$ cat src/rtl/cpu_pkg.sv
// Shared definitions for the fetch/decode front end: opcode values, FSM state
// encoding and instruction-byte field positions.
package cpu_pkg;

  typedef enum logic [2:0] {
    OP_ADD  = 3'b000,
    OP_SUB  = 3'b001,
    OP_AND  = 3'b010,
    OP_OR   = 3'b011,
    OP_MOVI = 3'b100,
    OP_NOP  = 3'b111
  } opcode_e;

  typedef enum logic [1:0] {
    S_FETCH = 2'd0,
    S_IMM   = 2'd1,
    S_HOLD  = 2'd2,
    S_HALT  = 2'd3
  } state_e;

  localparam int OP_MSB  = 7;
  localparam int OP_LSB  = 5;
  localparam int RD_MSB  = 4;
  localparam int RD_LSB  = 3;
  localparam int RS_MSB  = 2;
  localparam int RS_LSB  = 1;
  localparam int RSV_BIT = 0;

  localparam logic [7:0] HALT_BYTE = 8'hFF;

endpackage

$ cat src/rtl/fetch_decode_if.sv
// Bundle of the instruction-memory, decode-handshake and redirect signals of
// the fetch/decode stage; master is the stage itself, slave is its environment.
interface fetch_decode_if;
  logic [7:0] imem_addr;
  logic [7:0] imem_instr;
  logic       dec_valid;
  logic       dec_ready;
  logic [2:0] dec_op;
  logic [1:0] dec_rd;
  logic [1:0] dec_rs;
  logic [7:0] dec_imm;
  logic [7:0] dec_pc;
  logic       redirect_valid;
  logic [7:0] redirect_pc;
  logic       halted;

  modport master (
    output imem_addr, dec_valid, dec_op, dec_rd, dec_rs, dec_imm, dec_pc, halted,
    input  imem_instr, dec_ready, redirect_valid, redirect_pc
  );

  modport slave (
    input  imem_addr, dec_valid, dec_op, dec_rd, dec_rs, dec_imm, dec_pc, halted,
    output imem_instr, dec_ready, redirect_valid, redirect_pc
  );
endinterface

$ cat src/rtl/instr_decode.sv
// Purely combinational field extraction and classification of one instruction byte.
module instr_decode
  import cpu_pkg::*;
(
  input  logic [7:0] instr,
  output logic [2:0] op,
  output logic [1:0] rd,
  output logic [1:0] rs,
  output logic       is_movi,
  output logic       is_nop,
  output logic       is_halt
);

  logic rsv_unused;

  assign rsv_unused = instr[RSV_BIT];

  // Split the byte into fields and flag the opcodes that steer the fetch FSM.
  always_comb begin
    op      = instr[OP_MSB:OP_LSB];
    rd      = instr[RD_MSB:RD_LSB];
    rs      = instr[RS_MSB:RS_LSB];
    is_movi = (instr[OP_MSB:OP_LSB] == OP_MOVI);
    is_nop  = (instr[OP_MSB:OP_LSB] == OP_NOP);
    is_halt = (instr == HALT_BYTE);
  end

endmodule

$ cat src/rtl/fetch_decode.sv
// Fetch/decode stage: walks the PC, splits MOVI into opcode + immediate bytes and
// holds each decoded instruction until the consumer takes it. Define FETCH_HALT_EN to make 8'hFF halt.
module fetch_decode
  import cpu_pkg::*;
#(
  parameter logic [7:0] RESET_PC = 8'h00
)(
  input  logic           clk,
  input  logic           rst,
  fetch_decode_if.master bus
);

  state_e     state_q, state_d, state_n_s;
  logic [7:0] pc_q, pc_d, pc_n_s, pc_inc_s;
  logic [2:0] op_q, op_d;
  logic [1:0] rd_q, rd_d, rs_q, rs_d;
  logic [7:0] imm_q, imm_d, dpc_q, dpc_d;
  logic       valid_q, valid_d;
  logic       halted_q, halted_d, halted_n_s;
  logic [2:0] f_op_s;
  logic [1:0] f_rd_s, f_rs_s;
  logic       f_movi_s, f_nop_s, f_halt_s, halt_req_s, xfer_s;

  instr_decode u_decode (
    .instr   (bus.imem_instr),
    .op      (f_op_s),
    .rd      (f_rd_s),
    .rs      (f_rs_s),
    .is_movi (f_movi_s),
    .is_nop  (f_nop_s),
    .is_halt (f_halt_s)
  );

`ifdef FETCH_HALT_EN
  assign halt_req_s = f_halt_s;
  assign bus.halted = halted_q;
`else
  logic halt_unused;
  assign halt_req_s  = 1'b0;
  assign bus.halted  = 1'b0;
  assign halt_unused = f_halt_s ^ halted_q;
`endif

  assign pc_inc_s = pc_q + 8'd1;
  assign xfer_s   = valid_q && bus.dec_ready;

  // Next state of the fetch FSM and the decode latches, ignoring redirects.
  always_comb begin
    state_n_s  = state_q;
    pc_n_s     = pc_q;
    op_d       = op_q;
    rd_d       = rd_q;
    rs_d       = rs_q;
    imm_d      = imm_q;
    dpc_d      = dpc_q;
    halted_n_s = halted_q;
    case (state_q)
      S_FETCH: begin
        if (halt_req_s) begin
          state_n_s  = S_HALT;
          halted_n_s = 1'b1;
        end else if (f_nop_s) begin
          pc_n_s = pc_inc_s;
        end else begin
          op_d   = f_op_s;
          rd_d   = f_rd_s;
          rs_d   = f_rs_s;
          dpc_d  = pc_q;
          pc_n_s = pc_inc_s;
          if (f_movi_s) begin
            state_n_s = S_IMM;
          end else begin
            imm_d     = 8'h00;
            state_n_s = S_HOLD;
          end
        end
      end
      S_IMM: begin
        imm_d     = bus.imem_instr;
        pc_n_s    = pc_inc_s;
        state_n_s = S_HOLD;
      end
      S_HOLD: begin
        if (xfer_s) begin
          state_n_s = S_FETCH;
        end else begin
          state_n_s = S_HOLD;
        end
      end
      S_HALT:  state_n_s = S_HALT;
      default: state_n_s = S_FETCH;
    endcase
  end

  // A redirect overrides whatever the FSM decided; the held instruction is
  // still handed over on this edge if the consumer is taking it.
  assign state_d  = bus.redirect_valid ? S_FETCH         : state_n_s;
  assign pc_d     = bus.redirect_valid ? bus.redirect_pc : pc_n_s;
  assign halted_d = bus.redirect_valid ? 1'b0            : halted_n_s;
  assign valid_d  = (state_d == S_HOLD);

  // State and output registers.
  always_ff @(posedge clk or posedge rst) begin
    if (rst) begin
      state_q  <= S_FETCH;
      pc_q     <= RESET_PC;
      op_q     <= 3'd0;
      rd_q     <= 2'd0;
      rs_q     <= 2'd0;
      imm_q    <= 8'h00;
      dpc_q    <= RESET_PC;
      valid_q  <= 1'b0;
      halted_q <= 1'b0;
    end else begin
      state_q  <= state_d;
      pc_q     <= pc_d;
      op_q     <= op_d;
      rd_q     <= rd_d;
      rs_q     <= rs_d;
      imm_q    <= imm_d;
      dpc_q    <= dpc_d;
      valid_q  <= valid_d;
      halted_q <= halted_d;
    end
  end

  assign bus.imem_addr = pc_q;
  assign bus.dec_valid = valid_q;
  assign bus.dec_op    = op_q;
  assign bus.dec_rd    = rd_q;
  assign bus.dec_rs    = rs_q;
  assign bus.dec_imm   = imm_q;
  assign bus.dec_pc    = dpc_q;

endmodule

$ cat src/flat_wrapper.sv
// flat-port wrapper written by rule: the top's interface ports become plain ports
module fetch_decode_flat import cpu_pkg::*;
#(
  parameter logic [7:0] RESET_PC = 8'h00
)
  (clk, rst, bus_imem_addr, bus_dec_valid, bus_dec_op, bus_dec_rd, bus_dec_rs, bus_dec_imm, bus_dec_pc, bus_halted, bus_imem_instr, bus_dec_ready, bus_redirect_valid, bus_redirect_pc);
  fetch_decode_if bus_i ();
  input  logic clk;
  input  logic rst;
  output wire logic [$bits(bus_i.imem_addr)-1:0] bus_imem_addr;
  output wire logic [$bits(bus_i.dec_valid)-1:0] bus_dec_valid;
  output wire logic [$bits(bus_i.dec_op)-1:0] bus_dec_op;
  output wire logic [$bits(bus_i.dec_rd)-1:0] bus_dec_rd;
  output wire logic [$bits(bus_i.dec_rs)-1:0] bus_dec_rs;
  output wire logic [$bits(bus_i.dec_imm)-1:0] bus_dec_imm;
  output wire logic [$bits(bus_i.dec_pc)-1:0] bus_dec_pc;
  output wire logic [$bits(bus_i.halted)-1:0] bus_halted;
  input wire logic [$bits(bus_i.imem_instr)-1:0] bus_imem_instr;
  input wire logic [$bits(bus_i.dec_ready)-1:0] bus_dec_ready;
  input wire logic [$bits(bus_i.redirect_valid)-1:0] bus_redirect_valid;
  input wire logic [$bits(bus_i.redirect_pc)-1:0] bus_redirect_pc;
  assign bus_imem_addr = bus_i.imem_addr;
  assign bus_dec_valid = bus_i.dec_valid;
  assign bus_dec_op = bus_i.dec_op;
  assign bus_dec_rd = bus_i.dec_rd;
  assign bus_dec_rs = bus_i.dec_rs;
  assign bus_dec_imm = bus_i.dec_imm;
  assign bus_dec_pc = bus_i.dec_pc;
  assign bus_halted = bus_i.halted;
  assign bus_i.imem_instr = bus_imem_instr;
  assign bus_i.dec_ready = bus_dec_ready;
  assign bus_i.redirect_valid = bus_redirect_valid;
  assign bus_i.redirect_pc = bus_redirect_pc;
  fetch_decode #(.RESET_PC(RESET_PC)) u_core (.clk(clk), .rst(rst), .bus(bus_i));
endmodule
$ cat config.mk
export PLATFORM = sky130hd
export DESIGN_NAME = fetch_decode_flat
export DESIGN_NICKNAME = d
export VERILOG_FILES = /design/src/rtl/cpu_pkg.sv /design/src/rtl/fetch_decode_if.sv /design/src/rtl/instr_decode.sv /design/src/rtl/fetch_decode.sv /design/src/flat_wrapper.sv
export SDC_FILE = /design/constraint.sdc
export NUM_CORES = 1
export LEC_CHECK = 0
export BUFFER_PORTS_ARGS = -buffer_cell sky130_fd_sc_hd__buf_2
export CORE_MARGIN = 2
export CORE_UTILIZATION = 48
export CTS_CLUSTER_SIZE = 28
export DETAILED_ROUTE_END_ITERATION = 10
export GPL_TIMING_DRIVEN = 0
export PLACE_DENSITY = 0.86
export SYNTH_ARGS = -nofsm -noshare
export SYNTH_HDL_FRONTEND = slang
export SYNTH_SLANG_ARGS = --single-unit
$ cat constraint.sdc
create_clock -name clk -period 2 [get_ports clk]
set_clock_uncertainty 0.2 [all_clocks]
set_input_delay 0.4 -clock clk [delete_from_list [all_inputs] [get_ports clk]]
set_output_delay 0.4 -clock clk [all_outputs]
set_load 0.02 [all_outputs]
# After elaboration in Yosys (flattened, before gate mapping)

Cells that the tools add are included.

Flip-flop bits (word level): 34
Latch bits: 0
RAM bits: 0
Bits in read-only memories: 0
Bits of input ports: 20
Output and inout port bits: 33
Logic and storage cells: 35
Memories: 0

Add/sub/neg operators: 1
Multiply operators: 0
Div/mod/pow operators: 0
$lt $le $gt $ge: 0
Equal/unequal tests: 8
Shift-type cells: 0
Muxes and demuxes: 10
Bitwise operators: 1
Reductions and logical operators: 7

Operators with widths:

| cell                | count |
|---|---|
| $mux 8              | 4 |
| $pmux 8 s2          | 1 |
| $add 8x1->8 const B | 1 |
| $mux 2              | 4 |
| $pmux 2 s4          | 1 |
| $eq 2x2->1 const B  | 3 |
| $eq 3x3->1 const B  | 2 |
| $ne 2x2->1 const B  | 2 |
| $reduce_bool 2->1   | 2 |
| $reduce_and 3->1    | 1 |
| $eq 2x1->1 const B  | 1 |
| $logic_not 2->1     | 1 |
| $reduce_and 2->1    | 1 |
| $reduce_or 2->1     | 1 |
| $logic_and 1x1->1   | 1 |
| $not 1->1           | 1 |

# Depth between registers and ports, before layout

Gate-level depths: netlist of run 1.

Depth after elaboration: 6
Gate-level depth with buffers: 4
Depth with buffers taken out: 4

# Hierarchy

A second synthesis of run 1 with hierarchy kept.

Cell total of the unflattened synthesis: 126
Area, all modules: 1549.0 µm²

Modules (own cells, without submodules):

| module       | times used | cells each | area each (µm²) |
|---|---|---|---|
| fetch_decode | 1          | 115        | 1466.4 |
| instr_decode | 1          | 11         | 82.6 |

# Least setup slack after synthesis of run 1

Ideal clock, no wire load.

Path type: register to register
Start point: register u_core.state_q[0]
End point: register u_core.rd_q[1] (netlist: u_core.bus.dec_rd[1])
Data arrival time: 1.318 ns
Data required time: 1.675 ns
Setup slack: 0.358 ns
Cell stages (with the launch flop): 4
Cells stage by stage: dfrtp_1 -> a311oi_4 -> buf_6 -> mux2_2

Word-level cells in the longest chain between the ends: 2

Ends and longest elaborated chain:

| what                       | line                | text |
|---|---|---|
| start, declared            | fetch_decode.sv:13  | `state_e state_q, state_d, state_n_s;` |
| start signal, assigned     | fetch_decode.sv:115 | `state_q <= state_d;` |
| $logic_not 2->1            | fetch_decode.sv:57  | `case (state_q)` |
| $reduce_and 2->1 (no line) | n/a                 |  |
| end signal, assigned       | fetch_decode.sv:118 | `rd_q <= rd_d;` |
| end, declared              | fetch_decode.sv:16  | `logic [1:0] rd_q, rd_d, rs_q, rs_d;` |

Every way passes these cells.
A chain may end at the register's enable or synchronous reset.

# Final worst setup path of run 1

Start point: register u_core.state_q[0]
End point: register u_core.dpc_q[3] (netlist: u_core.bus.dec_pc[3])

Word-level cells in the longest chain between the ends: 2

Ends and longest elaborated chain:

| what                       | line                | text |
|---|---|---|
| $logic_not 2->1            | fetch_decode.sv:57  |  |
| $reduce_and 2->1 (no line) | n/a                 |  |
| end signal, assigned       | fetch_decode.sv:121 | `dpc_q <= dpc_d;` |
| end, declared              | fetch_decode.sv:17  | `logic [7:0] imm_q, imm_d, dpc_q, dpc_d;` |

Every way passes these cells.

==> results of run 1 <==
## synthesized netlist by cell type (all sizes together) (2+ instances only)
master and count:
nand3 5, xor2 3, xnor2 2, nor2b 5, nand4b 3, mux2 13
a32oi 2, clkbuf 3, buf 4, o21ai 8, inv 3, a22o 8
nor2 4, nand2 10, dfrtp 34, or4 3
## timing repair
item / CTS / global route
hold endpoints to repair: 0 / 6
gates resized for setup: 0 / 0
hold buffers: 0 / 1
## cell families after synthesis
family | after synthesis | synth area share, %
other | 1 | 0.250
AND/OR/NAND/NOR | 33 | 11.8
adder cells (fa/ha/maj) | 1 | 0.835
flip-flops | 34 | 56.8
XOR/XNOR | 5 | 2.92
AO/OA/AOI/OAI | 24 | 13.1
multiplexers | 14 | 10.4
buffers and inverters | 10 | 3.92
## registers in the layout (all words and copies together), names as in the netlist
| signal | count |
|---|---|
| u_core.bus.dec_imm | 8 |
| u_core.bus.dec_op | 3 |
| u_core.bus.dec_pc | 8 |
| u_core.bus.dec_rd | 2 |
| u_core.bus.dec_rs | 2 |
| u_core.bus.dec_valid | 1 |
| u_core.bus.imem_addr | 8 |
| u_core.state_q | 2 |
## cell type report
class | count | area (µm²) | share of cell area [%]
plain buffers | 7 | 47.5 | 2.52
clock buffers | 7 | 55.1 | 2.92
clock inverters | 1 | 5.00 | 0.265
inverters | 3 | 11.3 | 0.597
multi-input cells | 78 | 589 | 31.3
flip-flops and latches | 34 | 851 | 45.1
well taps | 33 | 41.3 | 2.19
repair buffers | 53 | 285 | 15.1
## through the flow
stage	util, %	power [µW]	std cells	instance area, µm²	worst slack [ns]
2_1_floorplan	-	1140	122	1500	0.358
3_3_place_gp	59.8	1280	206	1800	0.135
3_5_place_dp	59.8	1300	206	1800	0.0650
4_1_cts	61.8	1690	214	1860	0.168
5_1_grt	62.8	1780	216	1890	0.130
6_report	62.8	1680	216	1890	0.204
## power by group
part | switching (µW) | internal (µW) | leakage, µW | total [µW]
Combinational | 256 | 188 | 0.000465 | 444
Clock | 222 | 170 | 0.0000353 | 392
Sequential | 68.2 | 775 | 0.000424 | 843
Total | 546 | 1130 | 0.000924 | 1680
## worst max-delay path: stages (launching register included)
cell,delay [ns]
dfrtp_1,0.47
a311oi_4,0.46
buf_6,0.22
mux2_2,0.34
## worst paths after layout
check | slack [ns] | startpoint | cells after the start | to
max | 0.20 | u_core.state_q[0] | 3 | u_core.bus.dec_pc[3]
min | 0.07 | bus_redirect_pc[2] | 3 | u_core.bus.imem_addr[2]
max reg2reg | 0.20 | u_core.state_q[0] | 3 | u_core.bus.dec_pc[3]
min reg2reg | 0.31 | u_core.bus.dec_rd[1] | 1 | u_core.bus.dec_rd[1]
max in group asynchronous | 0.91 | rst | 4 | u_core.bus.dec_imm[6]
min in group asynchronous | 0.30 | rst | 3 | u_core.bus.dec_pc[7]
## per-layer routing
metal / GRT usage, % / vias up / wire, µm
li1: - / 559 / -
met2: 32.5 / 44 / 1620
met4: 5.08 / 0 / 28
met5: 0 / - / 0
met1: 24.1 / 569 / 1330
met3: 6.71 / 3 / 214
==> metrics, run 1 <==
Vias per Instance=5.44; most frequent cells in the layout=52 x buf_2, 34 x dfrtp_1, 13 x mux2_2, 10 x nand2_1; post-synthesis sequential area ratio=~57%; hold slack=around 0.072 ns; Clock Path Buffers=2; gpl congestion=between 0.8 and 0.9; Yosys warnings=0; Synth Instances=122; Die Y=between 50 and 60 µm; vias in the first global route=roughly 1,100; worst setup path class=flip-flop to flip-flop; leakage power=between 0.0009 and 0.001 µW; synth-to-layout area growth=25.8%; worst hold path type=input pin to flip-flop; leading area contributor after synthesis=dfrtp_1; Least-Margin Pin Slew=around 0.52 ns; I/O Pins=53; required time worst endpoint=just over 2 ns; RSZ-0062 raised after global routing=no; Syn Area/Cell=12.3 µm²; Slew Limit Fails=0; global-route wire length before repair=roughly 5100 µm; CP max FO=10; Starting Density=49.9%; cell area after synthesis=between 1000 and 1500 µm²; Initial DRT Pass Iterations=4; nets=203; DR WL/cell=14.8 µm; initial antenna violation count=0; core area=3000 µm²; largest net degree at the start of global routing=35; Overflow after GRT=0; Worst Setup Start Kind=flip-flop; post-synth top area share=a little under three fifths; die area=approximately 3600 µm²; H-tree depth=2; worst vdd ir=468 µV; # port buffers=51; final hold violations=0; Final HPWL DP=2350 µm; layout cell share with drive strength beyond 1=between 40% and 50%; GR Util All Layers=between 10% and 20%; # DRC=0; drt total wl=3200 µm; Ant. Diodes=0; worst skew pair latency=0.33 ns; Max Clock Freq=around 560 MHz; Synth cell types=31; Fillers=around 260; ys flop type=dfrtp_1; post-synthesis async set-or-reset flop share=100%; max-cap viol count=0; WP data arrival=~1.8 ns; Crit. End Element=flip-flop; Post-synth EDFFs=0; row count=20; initial drt markers=70; setup_tns=0 ns; PwrDens=about 890 nW/µm²; Finish-stage setup viols=0; FF+latch count, synth=34; Inserted Clock Buffers=5; final worst-path cycle share=between 80% and 90%; Root Buffer=clkbuf_4; Antenna Nets Post-Route=0; CTS tree=built; # clock sinks=34; vias after detailed routing=about 1,200; ranking of synthesized cells by area=dfrtp_1 57%, mux2_2 9.8%, a22o_1 4.7%; Die X=59.9 µm; Worst-path clk slew=~0.1 ns; Net Count, Synth=between 100 and 150; post-CTS setup repair buffer count=0; slew margin rel.=about two thirds; commonest non-fill, non-tap cell in the layout=buf_2; crit path time final=roughly 1.8 ns; outcome=completed
No activity file was read; power rests on OpenSTA's default activity.
==> inputs of run 2 (changes only) <==
Settings changed: CORE_UTILIZATION 48 to 44, PLACE_DENSITY 0.86 to 0.84.
Clock period 2 ns to 1.6 ns, I/O delays scaled along.
==> metrics, run 2 (synthesized netlist as in run 1, its figures left out) <==
CP max FO=5; Inserted Clock Buffers=5; WHS Path Cells=2; final hold violations=0; GR Util All Layers=about a fifth; Crit. End Element=flip-flop; Overflow after GRT=0; Switch Pwr=~750 µW; drt total wl=about 3700 µm; HP Start=bus_imem_instr[3]; # DRC=0; required time worst endpoint=1.64 ns; delay-heaviest family, CP=flip-flops; row count=21; max-cap viol count=0; crit path time final=1.63 ns; failing checks=setup timing; H-tree depth=2; Util after Layout=63.6%; crit path buf inv count=1; PwrDens=roughly 1100 nW/µm²; Die Y=62.4 µm; Final Worst Setup Slack=-0.0295 ns; layout cell share with drive strength beyond 1=between 40% and 50%; Final HPWL DP=about 2400 µm; Finish-stage setup viols=13; Slew Limit Fails=0; most frequent cells in the layout=53 x buf_2, 29 x dfrtp_1, 11 x dlygate4sd3_1, 10 x nand2_1; I/O Pins=53; outcome=finished with violations; DR WL/cell=15.1 µm; leakage power=just over 0.001 µW; setup_tns=-0.319 ns; sequential share of power=44.9%; worst vdd ir=slightly above 600 µV; die area=~3900 µm²; Least-Margin Pin Slew=0.682 ns; Critical R2R Capture=u_core.bus.dec_pc[5]; fin area=2110 µm²; WP data arrival=1.67 ns; slowest stage cell, crit path=dfrtp_2; max incr delay on CP=0.44 ns; Antenna Nets Post-Route=0; CTS tree=built; Worst Setup Start Kind=flip-flop; total cell area at the placement stage=1810 µm²; hold slack=0.00684 ns; core area=3310 µm²; global-route wire length before repair=about 6300 µm; worst skew pair latency=0.35 ns; largest net degree at the start of global routing=35; Vias per Instance=5.09; worst reg2reg path depth=3; initial drt markers=between 100 and 150; Root Buffer=clkbuf_4; Ant. Diodes=0; Clock Path Buffers=2; gpl congestion=approximately 0.80; vias after detailed routing=1,257; vias in the first global route=between 1,000 and 1,500; worst path cell trace=a311oi_4 > buf_6 > mux2_2; nets=roughly 220; worst hold path type=input pin to flip-flop; RR Startpoint=u_core.state_q[0]; worst setup path class=flip-flop to flip-flop; Switching Share=between 30% and 40%; RSZ-0062 raised after global routing=yes; Initial DRT Pass Iterations=4; Starting Density=approximately 45%; Die X=between 60 and 70 µm; synth-to-layout area growth=40.6%; Logic pwr share=between 20 and 30%; Worst-path clk slew=roughly 0.12 ns; reg2reg setup slack=-0.03 ns; Pwr Total=2340 µW; hold path endpoint=u_core.bus.dec_imm[3]; clock power share=about 28%; commonest non-fill, non-tap cell in the layout=buf_2; # port buffers=a little over 50; # clock sinks=34; initial antenna violation count=0; Max Clock Freq=about 610 MHz; final worst-path cycle share=102%; slew margin rel.=54.4%; Int Power=~1600 µW
## run 2: power by group through the flow
stage / logic, µW / registers, µW / clock network (µW)
6_report: 645 / 1050 / 648
5_1_grt: 697 / 1070 / 715
4_1_cts: 615 / 1060 / 652
3_5_place_dp: 553 / 1070 / 0
3_3_place_gp: 542 / 1070 / 0
2_1_floorplan: 225 / 1200 / 0
## run 2: cell type report
class                           count  area, µm²
Buffer                              7       47.5
Timing Repair Buffer               71        440
Clock inverter                      3       45.0
Multi-Input combinational cell     78        611
Sequential cell                    34        857
Fill cell                         293       1200
Tap cell                           46       57.6
Clock buffer                        5       37.5
Inverter                            3       11.3
## run 2: stage by stage
stage / instances / setup WS, ns
final: 247 / -0.0295
after global routing: 247 / -0.0780
after CTS: 241 / -0.0453
after detailed placement: 219 / -0.277
after global placement: 219 / -0.261
after floorplan: 122 / -0.0284
## run 2: repair_timing
| action | in CTS | in global routing |
|---|---|---|
| pin swaps | 1 | 1 |
| buffers inserted | 3 | 5 |
| gates cloned | 1 | 0 |
| endpoints found under the setup margin | 22 | 16 |
| gates resized for setup | 11 | 2 |
| hold endpoints to repair | 10 | 34 |
| hold buffers | 10 | 1 |
## run 2: worst max-delay path by stage
stage                            startpoint              endpoint  slack [ns]  depth (start not counted)
after floorplan           u_core.state_q[1]  u_core.bus.dec_rd[1]       -0.03                          3
after global placement    bus_imem_instr[5]  u_core.bus.dec_pc[4]       -0.26                          4
after detailed placement  bus_imem_instr[5]  u_core.bus.dec_rd[1]       -0.28                          4
after CTS                 u_core.state_q[0]  u_core.bus.dec_rs[0]       -0.05                          3
after global routing      u_core.state_q[0]  u_core.bus.dec_pc[5]       -0.08                          3
final                     u_core.state_q[0]  u_core.bus.dec_pc[5]       -0.03                          3
## run 2: routing by layer
metal / track usage [%] / vias to the layer above / routed length (µm)
met3: 4.35 / 3 / 275
met4: 6.67 / 0 / 27
met2: 33.7 / 64 / 1750
li1: - / 595 / -
met5: 0 / - / 0
met1: 27.8 / 595 / 1680
==> inputs of run 3 (changes only) <==
Settings changed: REMOVE_ABC_BUFFERS from default to 1.
==> metrics, run 3 (synthesized netlist as in run 1, its figures left out) <==
vias in the first global route=~1,200; worst hold path type=input pin to flip-flop; commonest non-fill, non-tap cell in the layout=buf_2; Max Clock Freq=about 630 MHz; worst vdd ir=between 500 and 600 µV; vias after detailed routing=~1,200; WP data arrival=about 1.6 ns; Critical R2R Capture=u_core.bus.dec_rs[1]; Vias per Instance=between 5 and 6; worst skew pair latency=0.34 ns; HP Start=bus_redirect_pc[7]; die area=about 4000 µm²; placed instance count=about 210; final hold violations=0; leakage power=between 0.0009 and 0.001 µW; Fillers=288; Antenna Nets Post-Route=0; Root Buffer=clkbuf_4; most frequent cells in the layout=51 x buf_2, 29 x dfrtp_1, 10 x nand2_1; Initial DRT Pass Iterations=4; delay-heaviest family, CP=flip-flops; Inserted Clock Buffers=5; Starting Density=between 40 and 50%; WHS Path Cells=3; Worst-path clk slew=0.11 ns; Pwr Total=2100 µW; Worst Setup Start Kind=flip-flop; Clock Path Buffers=2; max incr delay on CP=about 0.45 ns; Die X=just over 60 µm; DR WL/cell=~14 µm; final worst-path cycle share=between 90 and 100%; PwrDens=between 1000 and 1500 nW/µm²; drt total wl=around 3300 µm; total cell area at the placement stage=1760 µm²; RR Startpoint=u_core.state_q[0]; core area=roughly 3300 µm²; WP depth=3; RSZ-0062 raised after global routing=yes; Overflow after GRT=0; initial drt markers=46; GR Util All Layers=17.7%; slowest stage cell, crit path=dfrtp_2; crit path time final=around 1.6 ns; max-cap viol count=0; nets=211; Slew Limit Fails=0; I/O Pins=53; synth-to-layout area growth=34.6%; # DRC=0; CP max FO=8; Final Worst Setup Slack=0.00522 ns; row count=21; crit path buf inv count=1; Finish-stage setup viols=0; worst path cell trace=a311oi_4 > buf_6 > mux2_2; layout cell share with drive strength beyond 1=46.8%; reg2reg setup slack=between 0.005 and 0.006 ns; # port buffers=51; Crit. End Element=flip-flop; largest net degree at the start of global routing=35; Layout Cells excl Fill=236; required time worst endpoint=~1.6 ns; CTS tree=built; H-tree depth=2; Ant. Diodes=0; worst reg2reg path depth=3; global-route wire length before repair=between 5000 and 6000 µm; fin area=roughly 2000 µm²; dpl ws=-0.540 ns; # clock sinks=34; worst setup path class=flip-flop to flip-flop; hold path endpoint=u_core.bus.imem_addr[7]; Die Y=62.4 µm; initial antenna violation count=0; Final HPWL DP=2060 µm; outcome=completed; gpl congestion=0.726
## run 3: stage by stage
stage               hold slack [ns]  setup TNS [ns]  utilization [%]
global route                 0.0134          -0.264             61.0
finish                      0.00333               0             61.0
detailed placement            0.278          -11.36             53.3
global placement              0.279          -10.32             53.3
CTS                        0.000893        -0.00860             58.1
floorplan                     0.183           -2.51                -
## run 3: area by class of cell
class	count	area, µm²	share of cell area (%)
Clock buffer	5	37.5	1.86
Clock inverter	2	10.0	0.496
Inverter	3	11.3	0.558
Multi-Input combinational cell	78	614	30.4
Sequential cell	34	857	42.5
Tap cell	46	57.6	2.85
Timing Repair Buffer	68	430	21.3
## run 3: power by group
part	internal (µW)	switching [µW]
registers	972	87.2
logic	279	328
clock network	158	279
total	1410	694
## run 3: worst max-delay path by stage
stage / to / start / slack (ns)
CTS: u_core.bus.dec_rd[1] / u_core.state_q[1] / -0.006
detailed placement: u_core.bus.dec_rd[1] / u_core.state_q[1] / -0.54
floorplan: u_core.bus.dec_op[0] / u_core.state_q[1] / -0.19
global placement: u_core.bus.dec_pc[0] / u_core.state_q[1] / -0.49
global route: u_core.bus.dec_pc[1] / u_core.state_q[0] / -0.05
finish: u_core.bus.dec_rs[1] / u_core.state_q[0] / 0.005
## run 3: routing by layer
layer	vias up	wire length [µm]	GRT usage, %
met5	-	0	0
met2	44	1560	28.0
met1	583	1470	22.3
met3	8	246	5.25
met4	0	58	8.61
li1	575	-	-
## run 3: timing repair
item | CTS | global route
hold endpoints to repair | 7 | 10
endpoints found under the setup margin | 26 | 23
buffers inserted | 4 | 4
resized for setup | 5 | 9
pin swaps | 1 | 2
hold buffers | 7 | 1
## run 3: tightest hold or removal path, cell delays in order
cell and delay (ns):
buf_2 0.08, nand2_1 0.04, nand3_1 0.07
